$ cat src/rtl/dwt_pkg.sv
// Shared constants and arithmetic helpers for the single-level DWT analysis stage.
// Default coefficients are the db2 analysis pair scaled to 9-bit signed values.
package dwt_pkg;

    typedef struct packed {
        logic               ovf;
        logic signed [63:0] value;
    } sat_res_t;

    function automatic int clog2(input int n);
        int r;
        r = 0;
        while ((1 << r) < n) r++;
        return r;
    endfunction

    function automatic int default_coef(input logic hi_bank, input int k);
        int c;
        case (k)
            0:       c = hi_bank ? -124 : -34;
            1:       c = hi_bank ?  214 :  57;
            2:       c = hi_bank ?  -58 : 214;
            3:       c = hi_bank ?  -34 : 123;
            default: c = 0;
        endcase
        return c;
    endfunction

    // Round half-up by dropping shift LSBs, then clamp into a w_out-bit signed range.
    function automatic sat_res_t sat_round(input logic signed [63:0] acc,
                                           input int shift, input int w_out);
        logic signed [63:0] r;
        logic signed [63:0] max_v;
        logic signed [63:0] min_v;
        sat_res_t           res;
        r = acc;
        if (shift > 0) r = (acc + (64'sd1 <<< (shift - 1))) >>> shift;
        res.ovf   = 1'b0;
        res.value = r;
        if (w_out < 64) begin
            max_v = (64'sd1 <<< (w_out - 1)) - 64'sd1;
            min_v = -max_v - 64'sd1;
            if (r > max_v) begin
                res.value = max_v;
                res.ovf   = 1'b1;
            end else if (r < min_v) begin
                res.value = min_v;
                res.ovf   = 1'b1;
            end
        end
        return res;
    endfunction

endpackage

$ cat src/rtl/dwt_fir_mac.sv
// One FIR branch of the DWT stage: registered products, registered adder tree,
// registered round/saturate. The tap line and coefficients are owned by the parent.
module dwt_fir_mac
    import dwt_pkg::*;
#(
    parameter int W_IN   = 9,
    parameter int C_W    = 9,
    parameter int N_TAPS = 4,
    parameter int W_OUT  = 25,
    parameter int SHIFT  = 0
) (
    input  logic                    clk,
    input  logic                    rstn,
    input  logic                    prod_en,
    input  logic                    sum_en,
    input  logic                    out_en,
    input  logic signed [W_IN-1:0]  taps [N_TAPS],
    input  logic signed [C_W-1:0]   coef [N_TAPS],
    output logic signed [W_OUT-1:0] y,
    output logic                    ovf
);

    localparam int P_W   = W_IN + C_W;
    localparam int ACC_W = P_W + clog2(N_TAPS);

    logic signed [P_W-1:0]   prod_q [N_TAPS];
    logic signed [ACC_W-1:0] acc_q;
    logic signed [ACC_W-1:0] acc_d;
    logic signed [W_OUT-1:0] y_q;
    sat_res_t                sr;

    always_comb begin
        // NOTE: acc_d gets a value before the loop so no path leaves it unassigned (no latch).
        acc_d = '0;
        for (int k = 0; k < N_TAPS; k++) acc_d = acc_d + ACC_W'(prod_q[k]);
    end

    assign sr = sat_round(64'(acc_q), SHIFT, W_OUT);

    always_ff @(posedge clk or negedge rstn) begin
        if (!rstn) begin
            for (int k = 0; k < N_TAPS; k++) prod_q[k] <= '0;
            acc_q <= '0;
            y_q   <= '0;
        end else begin
            if (prod_en) begin
                for (int k = 0; k < N_TAPS; k++) prod_q[k] <= P_W'(taps[k]) * P_W'(coef[k]);
            end
            if (sum_en) acc_q <= acc_d;
            if (out_en) y_q <= W_OUT'(sr.value);
        end
    end

    assign y   = y_q;
    assign ovf = sr.ovf;

endmodule

$ cat src/rtl/dwt_analysis_stage.sv
// Single-level DWT analysis stage: shared tap line feeding a low/high FIR pair,
// decimated by 2, with run-time loadable coefficient banks and sticky saturation flag.
module dwt_analysis_stage
    import dwt_pkg::*;
#(
    parameter int W_IN   = 9,
    parameter int C_W    = 9,
    parameter int N_TAPS = 4,
    parameter int W_OUT  = 25,
    parameter int SHIFT  = 0
) (
    input  logic                    clk,
    input  logic                    rstn,
    input  logic                    clr,
    input  logic                    in_valid,
    input  logic signed [W_IN-1:0]  in_data,
    input  logic                    coef_we,
    input  logic                    coef_sel,
    input  logic [3:0]              coef_addr,
    input  logic signed [C_W-1:0]   coef_wdata,
    output logic signed [W_OUT-1:0] lo_data,
    output logic signed [W_OUT-1:0] hi_data,
    output logic                    out_valid,
    output logic                    sat_flag
);

    logic                  phase_q;
    logic signed [W_IN-1:0] taps_q [N_TAPS];
    logic signed [C_W-1:0]  lo_coef_q [N_TAPS];
    logic signed [C_W-1:0]  hi_coef_q [N_TAPS];
    logic                  wr_pend_q, wr_sel_q;
    logic [3:0]            wr_addr_q;
    logic signed [C_W-1:0]  wr_data_q;
    logic                  v1_q, v2_q, v3_q, out_valid_q;
    logic                  sat_flag_q, sat_flag_d;
    logic                  issue, lo_ovf, hi_ovf;

    assign issue      = in_valid && phase_q && !clr;
    assign sat_flag_d = sat_flag_q | (v3_q & (lo_ovf | hi_ovf));

    always_ff @(posedge clk or negedge rstn) begin
        if (!rstn) begin
            for (int k = 0; k < N_TAPS; k++) taps_q[k] <= '0;
            phase_q     <= 1'b0;
            v1_q        <= 1'b0;
            v2_q        <= 1'b0;
            v3_q        <= 1'b0;
            out_valid_q <= 1'b0;
            sat_flag_q  <= 1'b0;
        end else if (clr) begin
            for (int k = 0; k < N_TAPS; k++) taps_q[k] <= '0;
            phase_q     <= 1'b0;
            v1_q        <= 1'b0;
            v2_q        <= 1'b0;
            v3_q        <= 1'b0;
            out_valid_q <= 1'b0;
            sat_flag_q  <= 1'b0;
        end else begin
            // NOTE: non-blocking shifts read every old tap value, so the line moves one step per sample.
            if (in_valid) begin
                taps_q[0] <= in_data;
                for (int k = 1; k < N_TAPS; k++) taps_q[k] <= taps_q[k-1];
                phase_q <= !phase_q;
            end
            v1_q        <= issue;
            v2_q        <= v1_q;
            v3_q        <= v2_q;
            out_valid_q <= v3_q;
            sat_flag_q  <= sat_flag_d;
        end
    end

    // Writes commit one edge late so the products of an issue on the write edge see the old value.
    always_ff @(posedge clk or negedge rstn) begin
        if (!rstn) begin
            // NOTE: coefficient banks are real state with defined defaults, so they are reset, not left X.
            for (int k = 0; k < N_TAPS; k++) begin
                lo_coef_q[k] <= C_W'(default_coef(1'b0, k));
                hi_coef_q[k] <= C_W'(default_coef(1'b1, k));
            end
            wr_pend_q <= 1'b0;
            wr_sel_q  <= 1'b0;
            wr_addr_q <= '0;
            wr_data_q <= '0;
        end else begin
            wr_pend_q <= coef_we && (int'(coef_addr) < N_TAPS);
            wr_sel_q  <= coef_sel;
            wr_addr_q <= coef_addr;
            wr_data_q <= coef_wdata;
            if (wr_pend_q) begin
                for (int k = 0; k < N_TAPS; k++) begin
                    if (wr_addr_q == 4'(k)) begin
                        if (wr_sel_q) hi_coef_q[k] <= wr_data_q;
                        else          lo_coef_q[k] <= wr_data_q;
                    end
                end
            end
        end
    end

    dwt_fir_mac #(
        .W_IN(W_IN), .C_W(C_W), .N_TAPS(N_TAPS), .W_OUT(W_OUT), .SHIFT(SHIFT)
    ) u_lo (
        .clk(clk), .rstn(rstn),
        .prod_en(v1_q && !clr), .sum_en(v2_q && !clr), .out_en(v3_q && !clr),
        .taps(taps_q), .coef(lo_coef_q), .y(lo_data), .ovf(lo_ovf)
    );

    dwt_fir_mac #(
        .W_IN(W_IN), .C_W(C_W), .N_TAPS(N_TAPS), .W_OUT(W_OUT), .SHIFT(SHIFT)
    ) u_hi (
        .clk(clk), .rstn(rstn),
        .prod_en(v1_q && !clr), .sum_en(v2_q && !clr), .out_en(v3_q && !clr),
        .taps(taps_q), .coef(hi_coef_q), .y(hi_data), .ovf(hi_ovf)
    );

    assign out_valid = out_valid_q;
    assign sat_flag  = sat_flag_q;

endmodule

$ cat config.mk
export PLATFORM = sky130hd
export DESIGN_NAME = dwt_analysis_stage
export DESIGN_NICKNAME = d
export VERILOG_FILES = /design/src/rtl/dwt_pkg.sv /design/src/rtl/dwt_fir_mac.sv /design/src/rtl/dwt_analysis_stage.sv
export SDC_FILE = /design/constraint.sdc
export NUM_CORES = 2
export LEC_CHECK = 0
export CAP_MARGIN = 25
export CORE_ASPECT_RATIO = 0.5
export CORE_UTILIZATION = 65
export CTS_BUF_LIST = sky130_fd_sc_hd__clkbuf_8
export DETAILED_ROUTE_END_ITERATION = 6
export PLACE_DENSITY = 0.9
export SYNTH_ARGS = -nofsm -noshare
export SYNTH_HDL_FRONTEND = slang
export SYNTH_SLANG_ARGS = --single-unit
$ cat constraint.sdc
create_clock -name clk -period 6.9 [get_ports clk]
set_input_delay 0.69 -clock clk [delete_from_list [all_inputs] [get_ports clk]]
set_output_delay 0.69 -clock clk [all_outputs]
set_load 0.1 [all_outputs]
==> reports/results.ini <==
[sta]
layout_min_cycle_time_ns = 5.89
hold_ws_ns = 0.100
slew_violations = 0
finalSetupViolCount = 0
grt_setup_unrepaired = false
worst_slack_ns = 1.01
fin_skew_ns = 0.0456
max_slew_margin = 0.332
worst_slew_pin_slew_ns = 1.00
fin_crit_sh = 0.854
tns_ns = 0
timing.final.hold_violations = 0
max_freq_mhz = 170

[clock_tree]
cts_tree = done
htree_num_levels = 2
clock_path_buffers = 3
clockRootBuffer = clkbuf_8
cts.hold.buffers_added = 0
cts_setup_buffers = 0
path_clk_slew_ns = 0.07
clock_sinks = 355
cts_resized = 0
numCtsBuffers = 55
clk-insertion-delay-late_ns = 0.71

[synthesis]
ys_seq_elements = 355
synth_edf_count = 0
synth_warnings = 0
synth_flop_cell = dfrtp_1
synthArstFlopShare = 1.00
syn-num-nets = 5051
netlist_area_um2 = 39900
ys_types = 58
syn_avg_cell_area_um2 = 9.86
synth-seq-area-share = 0.224
netlist_instances = 4047

[layout]
drive_gt1_frac = 0.0604
multi_input_area_um2 = 28100
seq_area_um2 = 8940
fin_nets = 5011
fin_area_um2 = 42400
syn_to_final_growth_pct = 6.39
finalCoreUtilization = 0.708
fill_cells = 4043
final_cells = 4867

[outcome]
violations = design-rule violations
status = finished, violations left

[grt]
grt-ovfl-total = 0
first_global_vias = 31200
grt_start_max_net_pins = 162
grt_usage = 0.342
antenna_found_initial = 5
use_met1 = 0.451
grt_busiest_layer = met2
grt_pass1_wl_um = 165000
grtUsageMet2 = 0.515
use_met3 = 0.119

[routing]
drc_errors = 1
vias_per_cell = 5.96
post_drt_wl_per_cell_um = 20.7
dr_total_vias = 29000
ant_nets = 0
wirelength_um = 101000
drtPass1Iterations = 7
drt_iter0_markers = 2847

[placed_design]
port_buffers = 79
dpl.hpwl_um = 77300
place_congestion = 0.966
pre_cts_ws_ns = 1.13
dp.cells = 4762
place_area_um2 = 41100

[worst_setup_path]
cp.arrival_ns = 6.42
path_max_fanout = 20
rr_worst_depth = 18
cpLargestDelayFamily = adder cells
r2r-start = taps_q[14]$_DFFE_PN0P_
critPathBufInv = 3
worstReg2RegEnd = u_hi.prod_q[35]$_DFFE_PN0P_
cp_common_cell = fa_1
crit_path_start_kind = flop
critPathSlowestCell = dfrtp_1
max_stage_delay_ns = 0.95
r2r_setup_slack_ns = 1.01
crit_path_end_kind = flop
path_cells = nand2_1, fa_1, inv_1, fa_1, ha_1, inv_1, fa_1, inv_1, ha_1, ha_1, fa_1, a211oi_1, nor2_1, o41a_1, a221oi_1, o21ai_0, xnor2_1, o21ai_0
crit_type = reg2reg
required_ns = 7.43

[floorplanning]
pin_count = 80
die_area_um2 = 62400
floorplan.rows = 63
fp.dieH_um = 177
die_x_um = 352
initial_core_util = 0.666
fp.coreArea_um2 = 59900

[flow_run]
drv_cap = 0

[power_and_ir_drop]
power.total_mw = 6.36
vdd_drop_max_v = 0.000130
power.density_nw_per_um2 = 150
p_leak_nw = 23.0

[min_path]
hp-class = in2async

worst max-delay path by stage:
stage                                 from                     endpoint  cells after the start
detailed placement  taps_q[32]$_DFFE_PN0P_  u_lo.prod_q[71]$_DFFE_PN0P_                     18
floorplan            taps_q[5]$_DFFE_PN0P_  u_hi.prod_q[17]$_DFFE_PN0P_                     20
finish              taps_q[14]$_DFFE_PN0P_  u_hi.prod_q[35]$_DFFE_PN0P_                     18
global placement    taps_q[14]$_DFFE_PN0P_  u_lo.prod_q[35]$_DFFE_PN0P_                     18
global route        taps_q[14]$_DFFE_PN0P_  u_hi.prod_q[35]$_DFFE_PN0P_                     18
CTS                 taps_q[14]$_DFFE_PN0P_  u_hi.prod_q[35]$_DFFE_PN0P_                     18
kinds of logic after synthesis:
| group | share of synthesized area |
|---|---|
| muxes | 0.0336 |
| DFF | 0.224 |
| xor gates and xnor gates | 0.0351 |
| buffers and inverters | 0.0715 |
| AOI/OAI and AO/OA | 0.0625 |
| adders and majority gates | 0.425 |
| and+or+nand+nor | 0.148 |
synth_stat cells, drive strengths merged, types with 3 or more instances:
cell type / n / area, um2
mux2: 80 / 901
and3: 14 / 87.6
a31oi: 11 / 68.8
a211o: 5 / 43.8
nor4: 4 / 25.0
a21o: 45 / 338
xnor2: 102 / 893
mux2i: 44 / 440
a21oi: 53 / 265
o41a: 7 / 78.8
nor2b: 61 / 382
nand4: 3 / 18.8
o21ai: 144 / 721
a2111oi: 7 / 80.1
nand2b: 25 / 156
o31a: 3 / 26.3
o21a: 22 / 165
and2: 244 / 1530
ha: 342 / 4280
a221oi: 7 / 61.3
nand2: 769 / 2890
fa: 634 / 12700
o21bai: 9 / 71.3
inv: 551 / 2070
buf: 18 / 100
nor3: 17 / 85.1
or2: 3 / 18.8
a211oi: 29 / 218
nor2: 106 / 398
nand3b: 3 / 22.5
dfstp: 42 / 1100
nand3: 23 / 115
or3: 4 / 25.0
clkbuf: 180 / 678
o211ai: 6 / 45.0
xor2: 58 / 508
dfrtp: 313 / 7830
o31ai: 22 / 165
nor3b: 18 / 135
cell type report:
type	count	area share
Clock buffer	66	0.0214
Sequential cell	355	0.211
Multi-Input combinational cell	2942	0.662
Timing Repair Buffer	101	0.0232
Tap cell	812	0.0239
Inverter	552	0.0488
Clock inverter	37	0.00952
Antenna cell	2	0.000118
routing by layer:
metal	vias up	wire length [um]
met4	8	5140
li1	12600	-
met3	395	13600
met1	14500	38700
met2	1512	43400
met5	-	64
power breakdown:
part / switching (mW) / total, mW / internal, mW / leakage (nW)
sequential: 0.321 / 2.59 / 2.27 / 4.71
combinational: 0.961 / 1.62 / 0.661 / 17.5
clock: 0.970 / 2.15 / 1.18 / 0.726
total: 2.25 / 6.36 / 4.11 / 23.0
layout by cell type, fill, tap and decap left out, types with 11 or more instances in the layout:
| cell type | netlist | final |
|---|---|---|
| nand2_1 | 769 | 769 |
| fa_1 | 634 | 634 |
| inv_1 | 551 | 567 |
| ha_1 | 342 | 342 |
| dfrtp_1 | 313 | 313 |
| and2_1 | 244 | 244 |
| o21ai_0 | 143 | 143 |
| nor2_1 | 106 | 106 |
| xnor2_1 | 102 | 102 |
| mux2_2 | 80 | 80 |
| clkdlybuf4s50_1 | 0 | 76 |
| clkbuf_8 | 0 | 66 |
| nor2b_1 | 61 | 61 |
| xor2_1 | 58 | 58 |
| a21oi_1 | 53 | 53 |
| a21o_1 | 45 | 45 |
| mux2i_1 | 44 | 44 |
| dfstp_2 | 42 | 42 |
| a211oi_1 | 29 | 29 |
| nand2b_1 | 25 | 23 |
| nand3_1 | 23 | 23 |
| o21a_1 | 22 | 22 |
| o31ai_1 | 22 | 22 |
| buf_4 | 8 | 20 |
| nor3b_1 | 18 | 18 |
| nor3_1 | 17 | 17 |
| and3_1 | 14 | 14 |
| a31oi_1 | 11 | 11 |
flip-flops by register name, summed over array words and instances, names as in the netlist, 4 cells and up:
register	cells
u_hi.prod_q	72
u_lo.prod_q	72
hi_coef_q	36
lo_coef_q	36
taps_q	36
u_hi.y	21
u_lo.y	21
u_hi.acc_q	20
u_lo.acc_q	20
wr_data_q	9
wr_addr_q	4
worst register-to-register path: stages, from the launching register on:
cell and delay, ns:
dfrtp_1 0.95, nand2_1 0.20, fa_1 0.60, inv_1 0.06, fa_1 0.44, ha_1 0.28
inv_1 0.05, fa_1 0.48, inv_1 0.04, ha_1 0.27, ha_1 0.22, fa_1 0.49
a211oi_1 0.23, nor2_1 0.12, o41a_1 0.36, a221oi_1 0.44, o21ai_0 0.21, xnor2_1 0.19
o21ai_0 0.10
Power figures use the tool's default switching activity.
